$ cat src/rtl/ir_pkg.sv
// Shared types and constants for the IR key event controller: event codes,
// hold-tracker states, event payload and the remote's key-map ROM contents.
package ir_pkg;

    localparam int unsigned KEY_W  = 8;
    localparam int unsigned TYPE_W = 2;
    localparam int unsigned IDX_W  = 5;

    localparam logic [TYPE_W-1:0] EVT_NONE    = 2'b00;
    localparam logic [TYPE_W-1:0] EVT_PRESS   = 2'b01;
    localparam logic [TYPE_W-1:0] EVT_REPEAT  = 2'b10;
    localparam logic [TYPE_W-1:0] EVT_RELEASE = 2'b11;

    typedef enum logic [1:0] {
        ST_IDLE   = 2'd0,
        ST_HELD   = 2'd1,
        ST_SWITCH = 2'd2
    } state_e;

    typedef struct packed {
        logic [TYPE_W-1:0] typ;
        logic [KEY_W-1:0]  code;
    } evt_t;

    // Key-map indices for the 21-button remote, in NEC code order below
    localparam logic [IDX_W-1:0] KEY_CH_DN  = 5'd0,  KEY_CH     = 5'd1,  KEY_CH_UP  = 5'd2;
    localparam logic [IDX_W-1:0] KEY_PREV   = 5'd3,  KEY_NEXT   = 5'd4,  KEY_PLAY   = 5'd5;
    localparam logic [IDX_W-1:0] KEY_VOL_DN = 5'd6,  KEY_VOL_UP = 5'd7,  KEY_EQ     = 5'd8;
    localparam logic [IDX_W-1:0] KEY_0      = 5'd9,  KEY_100    = 5'd10, KEY_200    = 5'd11;
    localparam logic [IDX_W-1:0] KEY_1      = 5'd12, KEY_2      = 5'd13, KEY_3      = 5'd14;
    localparam logic [IDX_W-1:0] KEY_4      = 5'd15, KEY_5      = 5'd16, KEY_6      = 5'd17;
    localparam logic [IDX_W-1:0] KEY_7      = 5'd18, KEY_8      = 5'd19, KEY_9      = 5'd20;
    localparam logic [IDX_W-1:0] KEY_UNMAPPED = 5'd31;

    function automatic logic [IDX_W-1:0] key_map(input logic [KEY_W-1:0] code);
        logic [IDX_W-1:0] idx;
        case (code)
            8'h45: idx = KEY_CH_DN;
            8'h46: idx = KEY_CH;
            8'h47: idx = KEY_CH_UP;
            8'h44: idx = KEY_PREV;
            8'h40: idx = KEY_NEXT;
            8'h43: idx = KEY_PLAY;
            8'h07: idx = KEY_VOL_DN;
            8'h15: idx = KEY_VOL_UP;
            8'h09: idx = KEY_EQ;
            8'h16: idx = KEY_0;
            8'h19: idx = KEY_100;
            8'h0D: idx = KEY_200;
            8'h0C: idx = KEY_1;
            8'h18: idx = KEY_2;
            8'h5E: idx = KEY_3;
            8'h08: idx = KEY_4;
            8'h1C: idx = KEY_5;
            8'h5A: idx = KEY_6;
            8'h42: idx = KEY_7;
            8'h52: idx = KEY_8;
            8'h4A: idx = KEY_9;
            default: idx = KEY_UNMAPPED;
        endcase
        return idx;
    endfunction

endpackage

$ cat src/rtl/ir_evt_fifo.sv
// Synchronous event FIFO (DEPTH x evt_t); push on full is accepted only
// when a pop happens in the same cycle, pop on empty is ignored.
module ir_evt_fifo
    import ir_pkg::*;
#(
    parameter int unsigned DEPTH = 4
) (
    input  logic                   clk,
    input  logic                   rst,
    input  logic                   push,
    input  logic                   pop,
    input  evt_t                   din,
    output evt_t                   dout,
    output logic                   full,
    output logic                   empty,
    output logic [$clog2(DEPTH):0] count
);

    localparam int unsigned PTR_W = $clog2(DEPTH);
    localparam int unsigned CNT_W = $clog2(DEPTH) + 1;

    evt_t             mem_q [DEPTH];
    logic [PTR_W-1:0] wr_ptr_q, wr_ptr_d;
    logic [PTR_W-1:0] rd_ptr_q, rd_ptr_d;
    logic [CNT_W-1:0] cnt_q, cnt_d;
    logic             do_push;
    logic             do_pop;

    always_comb begin
        do_pop   = pop && (cnt_q != '0);
        do_push  = push && ((cnt_q != CNT_W'(DEPTH)) || do_pop);
        wr_ptr_d = wr_ptr_q;
        rd_ptr_d = rd_ptr_q;
        cnt_d    = cnt_q;
        if (do_push) wr_ptr_d = wr_ptr_q + PTR_W'(1);
        if (do_pop)  rd_ptr_d = rd_ptr_q + PTR_W'(1);
        case ({do_push, do_pop})
            2'b10:   cnt_d = cnt_q + CNT_W'(1);
            2'b01:   cnt_d = cnt_q - CNT_W'(1);
            default: cnt_d = cnt_q;
        endcase
    end

    always_ff @(posedge clk) begin
        if (rst) begin
            wr_ptr_q <= '0;
            rd_ptr_q <= '0;
            cnt_q    <= '0;
            for (int i = 0; i < int'(DEPTH); i++) mem_q[i] <= '0;
        end else begin
            wr_ptr_q <= wr_ptr_d;
            rd_ptr_q <= rd_ptr_d;
            cnt_q    <= cnt_d;
            if (do_push) mem_q[wr_ptr_q] <= din;
        end
    end

    assign dout  = mem_q[rd_ptr_q];
    assign full  = (cnt_q == CNT_W'(DEPTH));
    assign empty = (cnt_q == '0);
    assign count = cnt_q;

endmodule

$ cat src/rtl/ir_key_event_ctrl.sv
// Turns NEC decoder key frames into PRESS/REPEAT/RELEASE events behind a FIFO.
// IR_KEYMAP_EN: map NEC codes to remote indices (one extra cycle, unmapped frames dropped).
module ir_key_event_ctrl
    import ir_pkg::*;
#(
    parameter int unsigned HOLD_CYC   = 6_000_000,
    parameter int unsigned REP_DIV    = 4,
    parameter int unsigned FIFO_DEPTH = 4
) (
    input  logic       clk,
    input  logic       rst,
    input  logic       key_valid,
    input  logic [7:0] key,
    input  logic       cmd_ready,
    output logic       cmd_valid,
    output logic [1:0] cmd_type,
    output logic [7:0] cmd_code,
    input  logic       ovf_clr,
    output logic       ovf
);

    localparam int unsigned HOLD_W = $clog2(HOLD_CYC + 1);
    localparam int unsigned REP_W  = 4;
    localparam int unsigned CNT_W  = $clog2(FIFO_DEPTH) + 1;

    logic             frame_vld;
    logic [KEY_W-1:0] frame_key;

`ifdef IR_KEYMAP_EN
    logic             map_vld_q, map_vld_d;
    logic [IDX_W-1:0] map_idx_q, map_idx_d;

    // Registered ROM lookup; unmapped codes never reach the hold tracker
    always_comb begin
        map_idx_d = key_map(key);
        map_vld_d = key_valid && (map_idx_d != KEY_UNMAPPED);
    end

    always_ff @(posedge clk) begin
        if (rst) begin
            map_vld_q <= 1'b0;
            map_idx_q <= '0;
        end else begin
            map_vld_q <= map_vld_d;
            map_idx_q <= map_idx_d;
        end
    end

    always_comb begin
        frame_vld = map_vld_q;
        frame_key = KEY_W'(map_idx_q);
    end
`else
    always_comb begin
        frame_vld = key_valid;
        frame_key = key;
    end
`endif

    state_e           state_q, state_d;
    logic [HOLD_W-1:0] hold_cnt_q, hold_cnt_d;
    logic [REP_W-1:0] rep_cnt_q, rep_cnt_d;
    logic [KEY_W-1:0] last_key_q, last_key_d;
    logic             push_q, push_d;
    evt_t             push_evt_q, push_evt_d;
    logic             ovf_q, ovf_d;

    evt_t             fifo_head;
    logic             fifo_full;
    logic             fifo_empty;
    logic [CNT_W-1:0] fifo_count;
    logic             pop_acc;
    logic             drop;

    // Hold tracker: a frame beats a simultaneous timeout
    always_comb begin
        state_d    = state_q;
        hold_cnt_d = hold_cnt_q;
        rep_cnt_d  = rep_cnt_q;
        last_key_d = last_key_q;
        push_d     = 1'b0;
        push_evt_d = push_evt_q;
        case (state_q)
            ST_IDLE: begin
                if (frame_vld) begin
                    push_d          = 1'b1;
                    push_evt_d.typ  = EVT_PRESS;
                    push_evt_d.code = frame_key;
                    last_key_d      = frame_key;
                    hold_cnt_d      = '0;
                    rep_cnt_d       = '0;
                    state_d         = ST_HELD;
                end
            end
            ST_HELD: begin
                if (hold_cnt_q != HOLD_W'(HOLD_CYC)) hold_cnt_d = hold_cnt_q + HOLD_W'(1);
                if (frame_vld && (frame_key == last_key_q)) begin
                    hold_cnt_d = '0;
                    if (rep_cnt_q == REP_W'(REP_DIV - 1)) begin
                        push_d          = 1'b1;
                        push_evt_d.typ  = EVT_REPEAT;
                        push_evt_d.code = last_key_q;
                        rep_cnt_d       = '0;
                    end else begin
                        rep_cnt_d = rep_cnt_q + REP_W'(1);
                    end
                end else if (frame_vld) begin
                    push_d          = 1'b1;
                    push_evt_d.typ  = EVT_RELEASE;
                    push_evt_d.code = last_key_q;
                    last_key_d      = frame_key;
                    state_d         = ST_SWITCH;
                end else if (hold_cnt_q == HOLD_W'(HOLD_CYC - 1)) begin
                    push_d          = 1'b1;
                    push_evt_d.typ  = EVT_RELEASE;
                    push_evt_d.code = last_key_q;
                    state_d         = ST_IDLE;
                end
            end
            ST_SWITCH: begin
                push_d          = 1'b1;
                push_evt_d.typ  = EVT_PRESS;
                push_evt_d.code = last_key_q;
                hold_cnt_d      = '0;
                rep_cnt_d       = '0;
                state_d         = ST_HELD;
            end
            default: state_d = ST_IDLE;
        endcase
    end

    // Overflow is sticky; a new drop wins over a clear in the same cycle
    always_comb begin
        pop_acc = cmd_ready && (fifo_count != '0);
        drop    = push_q && fifo_full && !pop_acc;
        ovf_d   = ovf_q;
        if (ovf_clr) ovf_d = 1'b0;
        if (drop)    ovf_d = 1'b1;
    end

    always_ff @(posedge clk) begin
        if (rst) begin
            state_q    <= ST_IDLE;
            hold_cnt_q <= '0;
            rep_cnt_q  <= '0;
            last_key_q <= '0;
            push_q     <= 1'b0;
            push_evt_q <= '0;
            ovf_q      <= 1'b0;
        end else begin
            state_q    <= state_d;
            hold_cnt_q <= hold_cnt_d;
            rep_cnt_q  <= rep_cnt_d;
            last_key_q <= last_key_d;
            push_q     <= push_d;
            push_evt_q <= push_evt_d;
            ovf_q      <= ovf_d;
        end
    end

    ir_evt_fifo #(
        .DEPTH (FIFO_DEPTH)
    ) u_fifo (
        .clk   (clk),
        .rst   (rst),
        .push  (push_q),
        .pop   (cmd_ready),
        .din   (push_evt_q),
        .dout  (fifo_head),
        .full  (fifo_full),
        .empty (fifo_empty),
        .count (fifo_count)
    );

    assign cmd_valid = !fifo_empty;
    assign cmd_type  = fifo_head.typ;
    assign cmd_code  = fifo_head.code;
    assign ovf       = ovf_q;

endmodule
$ cat config.mk
export PLATFORM = sky130hd
export DESIGN_NAME = ir_key_event_ctrl
export DESIGN_NICKNAME = d
export VERILOG_FILES = /design/src/rtl/ir_pkg.sv /design/src/rtl/ir_evt_fifo.sv /design/src/rtl/ir_key_event_ctrl.sv
export SDC_FILE = /design/constraint.sdc
export NUM_CORES = 1
export LEC_CHECK = 0
export BUFFER_PORTS_ARGS = -buffer_cell sky130_fd_sc_hd__clkbuf_2
export CORE_ASPECT_RATIO = 0.6
export CORE_MARGIN = 3
export CORE_UTILIZATION = 38
export CTS_BUF_LIST = sky130_fd_sc_hd__clkbuf_4
export DETAILED_ROUTE_END_ITERATION = 8
export PLACE_DENSITY = 0.56
export SLEW_MARGIN = 40
export SYNTH_ARGS = -nofsm -noshare
export SYNTH_HDL_FRONTEND = slang
export SYNTH_SLANG_ARGS = --single-unit
$ cat constraint.sdc
create_clock -name clk -period 2.29 [get_ports clk]
set_input_delay 0.3435 -clock clk [delete_from_list [all_inputs] [get_ports clk]]
set_output_delay 0.3435 -clock clk [all_outputs]
set_load 0.05 [all_outputs]
==> parameters.txt <==
Parameter                              Value

Setup path
  Critical path's largest stage delay ... about 0.54 ns
  Cell family contributing the most delay on the critical path ... simple AND/OR/NAND/NOR gates
  Start-to-end type of the worst setup path ... flip-flop to flip-flop
  Crit Reg-Reg Startpoint ... hold_cnt_q[9]$_SDFFE_PP0P_
  Number of buffers and inverters on the critical path ... 0
  Category of the worst setup path launch point ... flip-flop
  Slowest-stage cell, CP ... sky130_fd_sc_hd__or4_4
  Worst Reg-to-Reg Cells ... 5
  Category of the worst setup path capture point ... flip-flop
  Arrival time at the worst endpoint ... roughly 2.8 ns
  Required arrival time at the worst endpoint ... between 2 and 3 ns
  Series of cell instances along the critical path ... or4_4 -> or4_4 -> o311ai_4 -> o311ai_4 -> a221oi_1
  Critical-path maximum fanout ... 5
  Setup slack, reg-to-reg ... -0.15 ns
  RR Endpoint ... push_evt_q[6]$_SDFFE_PP0P_

Placed design
  HPWL after DPL ... 8.83 mm
  Weighted congestion reported at the end of routability-driven placement ... 0.810
  Count of input and output buffers ... 24

Power and ir drop
  Total power of the final layout ... roughly 5000 µW
  Combinational share of power ... 0.370
  PwrDens ... slightly below 900 nW/µm²
  Portion of total power attributed to the clock network ... 0.192
  Cell Int Power ... between 2000 and 3000 µW
  Peak ir drop on the vdd network ... approximately 350 µV
  Sequential power share ... 0.439
  Leakage ... 0.00223 µW
  Proportion of total power due to net switching ... 0.404
  Psw ... 2030 µW

Logic synthesis
  Async S/R FF share, synth ... 0
  Part of the Yosys area used for sequential elements ... 0.486
  Number of flops mapped to enable cells by yosys ... 40
  Number of synthesized register bits ... 98
  Synthesized instance count ... ~480
  Leading register cell type out of synthesis ... sky130_fd_sc_hd__dfxtp_1
  Summed instance area of the synthesized netlist ... 4860 µm²
  Post-Synthesis Net Count ... ~510
  Synth Warn # ... 0
  Synth cell types ... just over 60
  Synthesized area divided by synthesized cell count ... around 10 µm²

Cells and area
  Final layout net count ... around 560
  Post-layout utilization of the core ... 0.464
  Diode count ... 0
  Area growth from synthesis to layout ... 17.0%
  Fill cell instance count of the final layout ... 1189
  Most used cells in the layout excluding fill and tap cells ... 57 x sky130_fd_sc_hd__nor2_1, 54 x sky130_fd_sc_hd__dfxtp_1, 42 x sky130_fd_sc_hd__buf_4
  Leading cell type in the layout, fill and taps excluded ... sky130_fd_sc_hd__nor2_1
  Proportion of layout cells with a drive suffix above 1 ... 0.220

Job
  Max-capacitance violation count ... 0

STA
  Unrepaired setup endpoints after global routing ... true
  Actual transition at the worst max-transition pin ... between 0.7 and 0.8 ns
  Headroom to the max-slew limit ... 0.520
  Shortest clock period the worst path allows after layout ... about 2.4 ns
  Final Cycle Share ... 1.06
  Finish-stage setup viols ... 16
  Total count of hold-check failures in the final report ... 0
  Layout Skew ... around 0.014 ns
  Worst setup slack after layout ... -0.149 ns
  Final-report max-slew violation count ... 0
  Highest achievable clock rate ... approximately 410 MHz

Global routing
  Vias in the first global route ... 3697
  Overflow left after global routing ... 0
  Antenna violations before repair ... 0
  GRT Total Usage ... 0.178
  Wire length of the first global-routing pass ... between 20 and 25 mm
  Maximum number of pins on one net before global-route repair ... a little over 40

Floorplanning
  Die span in y ... 93.6 µm
  Die area ... ~14000 µm²
  Top-level port count ... 25
  Starting density of the core ... 0.397
  Die width ... around 150 µm
  Number of cell rows ... 31
  Std-Cell Core Area ... about 12000 µm²

Clock network
  Clock latency at the later pin of the worst-skew pair ... around 0.48 ns
  Max Buffers Root-to-Sink ... 2
  Root cell of the clock tree ... sky130_fd_sc_hd__clkbuf_4
  TritonCTS clock tree ... yes
  TritonCTS Buffers ... 9
  CTS HTree Levels ... 3
  Clk sinks ... 98
  Clock-pin transition on the worst setup and hold timing paths ... about 0.17 ns

Worst hold path
  Number of instances on the worst hold path ... 3
  Hold_sp ... key[7]
  WHS Endpoint ... last_key_q[7]$_SDFFE_PP0P_
  Path category of the worst min-delay check ... input pin to flip-flop

Outcome
  Failing checks ... setup timing
  Result of the run ... finished, violations left

Drt
  Via count ... between 3000 and 4000
  Detailed-route vias per instance ... ~5.5
  Starting DRC count in detailed routing ... approximately 370
  Routed WL per cell ... about 17 µm
  Detail Route Antenna Nets ... 0
  Total wire length ... roughly 12 mm
  Number of DRC violations after detailed routing ... 0
  Pre-antenna DRT Iters ... 4
## worst reg2reg max path, cell delays in order (launching register included)
cell and delay [ns]:
sky130_fd_sc_hd__dfxtp_2 0.36, sky130_fd_sc_hd__or4_4 0.54, sky130_fd_sc_hd__or4_4 0.49, sky130_fd_sc_hd__o311ai_4 0.42, sky130_fd_sc_hd__o311ai_4 0.24, sky130_fd_sc_hd__a221oi_1 0.32
## cell type report
class	count	area, µm²	share of cell area
inverter	35	131	0.0231
clock buffer	9	67.6	0.0119
sequential	98	2370	0.416
tap	165	206	0.0363
multi-input combinational	329	2390	0.421
timing repair buffer	67	447	0.0785
clock inverter	7	76.3	0.0134
## cell families after synthesis
family                   synth area share
AND/OR/NAND/NOR                     0.220
flip-flops                          0.486
AO/OA/AOI/OAI                       0.127
buffers and inverters              0.0450
XOR/XNOR                           0.0468
multiplexers                       0.0484
adder cells (fa/ha/maj)            0.0273
## registers in the layout, summed over array words and instances (netlist names), named ones only
signal	count
last_key_q	8
push_evt_q	10
u_fifo.count	3
u_fifo.wr_ptr_q	2
rep_cnt_q	4
hold_cnt_q	23
u_fifo.rd_ptr_q	2
ovf	1
u_fifo.mem_q	40
state_q	2
push_q	1
## how the worst max path moves through the flow
stage	from	to	slack (ns)	cells after the start
after detailed placement	hold_cnt_q[9]$_SDFFE_PP0P_	push_evt_q[3]$_SDFFE_PP0P_	-0.06	5
after global routing	hold_cnt_q[9]$_SDFFE_PP0P_	push_evt_q[5]$_SDFFE_PP0P_	-0.22	5
after CTS	hold_cnt_q[9]$_SDFFE_PP0P_	push_evt_q[0]$_SDFFE_PP0P_	-0.09	5
after floorplan	u_fifo.count[0]$_SDFFE_PP0P_	u_fifo.count[2]$_SDFFE_PP0P_	0.04	8
final	hold_cnt_q[9]$_SDFFE_PP0P_	push_evt_q[6]$_SDFFE_PP0P_	-0.15	5
after global placement	hold_cnt_q[9]$_SDFFE_PP0P_	push_evt_q[2]$_SDFFE_PP0P_	0.006	5
## layer usage
layer	GRT usage	share of wire	wire length, µm
met4	0.0366	0.0061	76
met1	0.275	0.53	6570
met3	0.0555	0.068	840
met5	0	0	0
met2	0.240	0.40	4920
## stage by stage
stage | TNS (ns) | hold WS, ns | cell area, µm² | setup WS [ns] | std cells
floorplan | 0 | 0.433 | 4870 | 0.0408 | 484
detailed placement | -0.316 | 0.473 | 5420 | -0.0589 | 691
global placement | 0 | 0.456 | 5420 | 0.00627 | 691
global route | -2.30 | 0.114 | 5690 | -0.220 | 710
finish | -1.20 | 0.129 | 5690 | -0.149 | 710
CTS | -0.873 | 0.0987 | 5600 | -0.0938 | 709
## cells in the mapped netlist (all sizes together) (2+ instances only)
cell type   n  area share
nor4        6      0.0077
o21a        2      0.0031
buf         2      0.0018
dfxtp      58        0.24
nand3b      3      0.0046
mux4       10       0.046
and2       14       0.018
nand2b      7      0.0090
a41o        2      0.0041
or4b        2      0.0041
clkbuf     21       0.016
and3       19       0.024
and4        3      0.0054
a221o       5       0.010
a211o       3      0.0054
nand4      16       0.021
or4         5      0.0093
a211oi      9       0.014
a22o        2      0.0036
nor2b       3      0.0039
edfxtp     40        0.25
nor4b       3      0.0054
a21oi      14       0.014
nand4b      2      0.0036
a31oi       2      0.0026
or3         5      0.0064
a221oi      8       0.014
nand3      20       0.021
o211ai      3      0.0046
xnor2       6       0.011
nor3        9      0.0093
ha          9       0.023
o21ai      13       0.014
xor2       20       0.036
inv        34       0.026
nor2       58       0.045
nand2      25       0.019
a41oi       2      0.0036
o311ai      3       0.013
or2         2      0.0026
## power groups by stage
stage	combinational, µW	sequential, µW	clock [µW]
CTS	1790	2190	996
floorplan	1250	2150	0
finish	1850	2200	961
global placement	1720	2210	0
global route	2020	2230	1060
detailed placement	1740	2230	0
## repair_timing
action	4_1_cts	5_1_grt
resized for setup	5	18
gates cloned	1	0
buffers inserted	1	2
endpoints found under the setup margin	16	27
pin swaps	2	12
hold buffers	0	0
hold endpoints to repair	0	0
(Power assumes the default switching activity.)
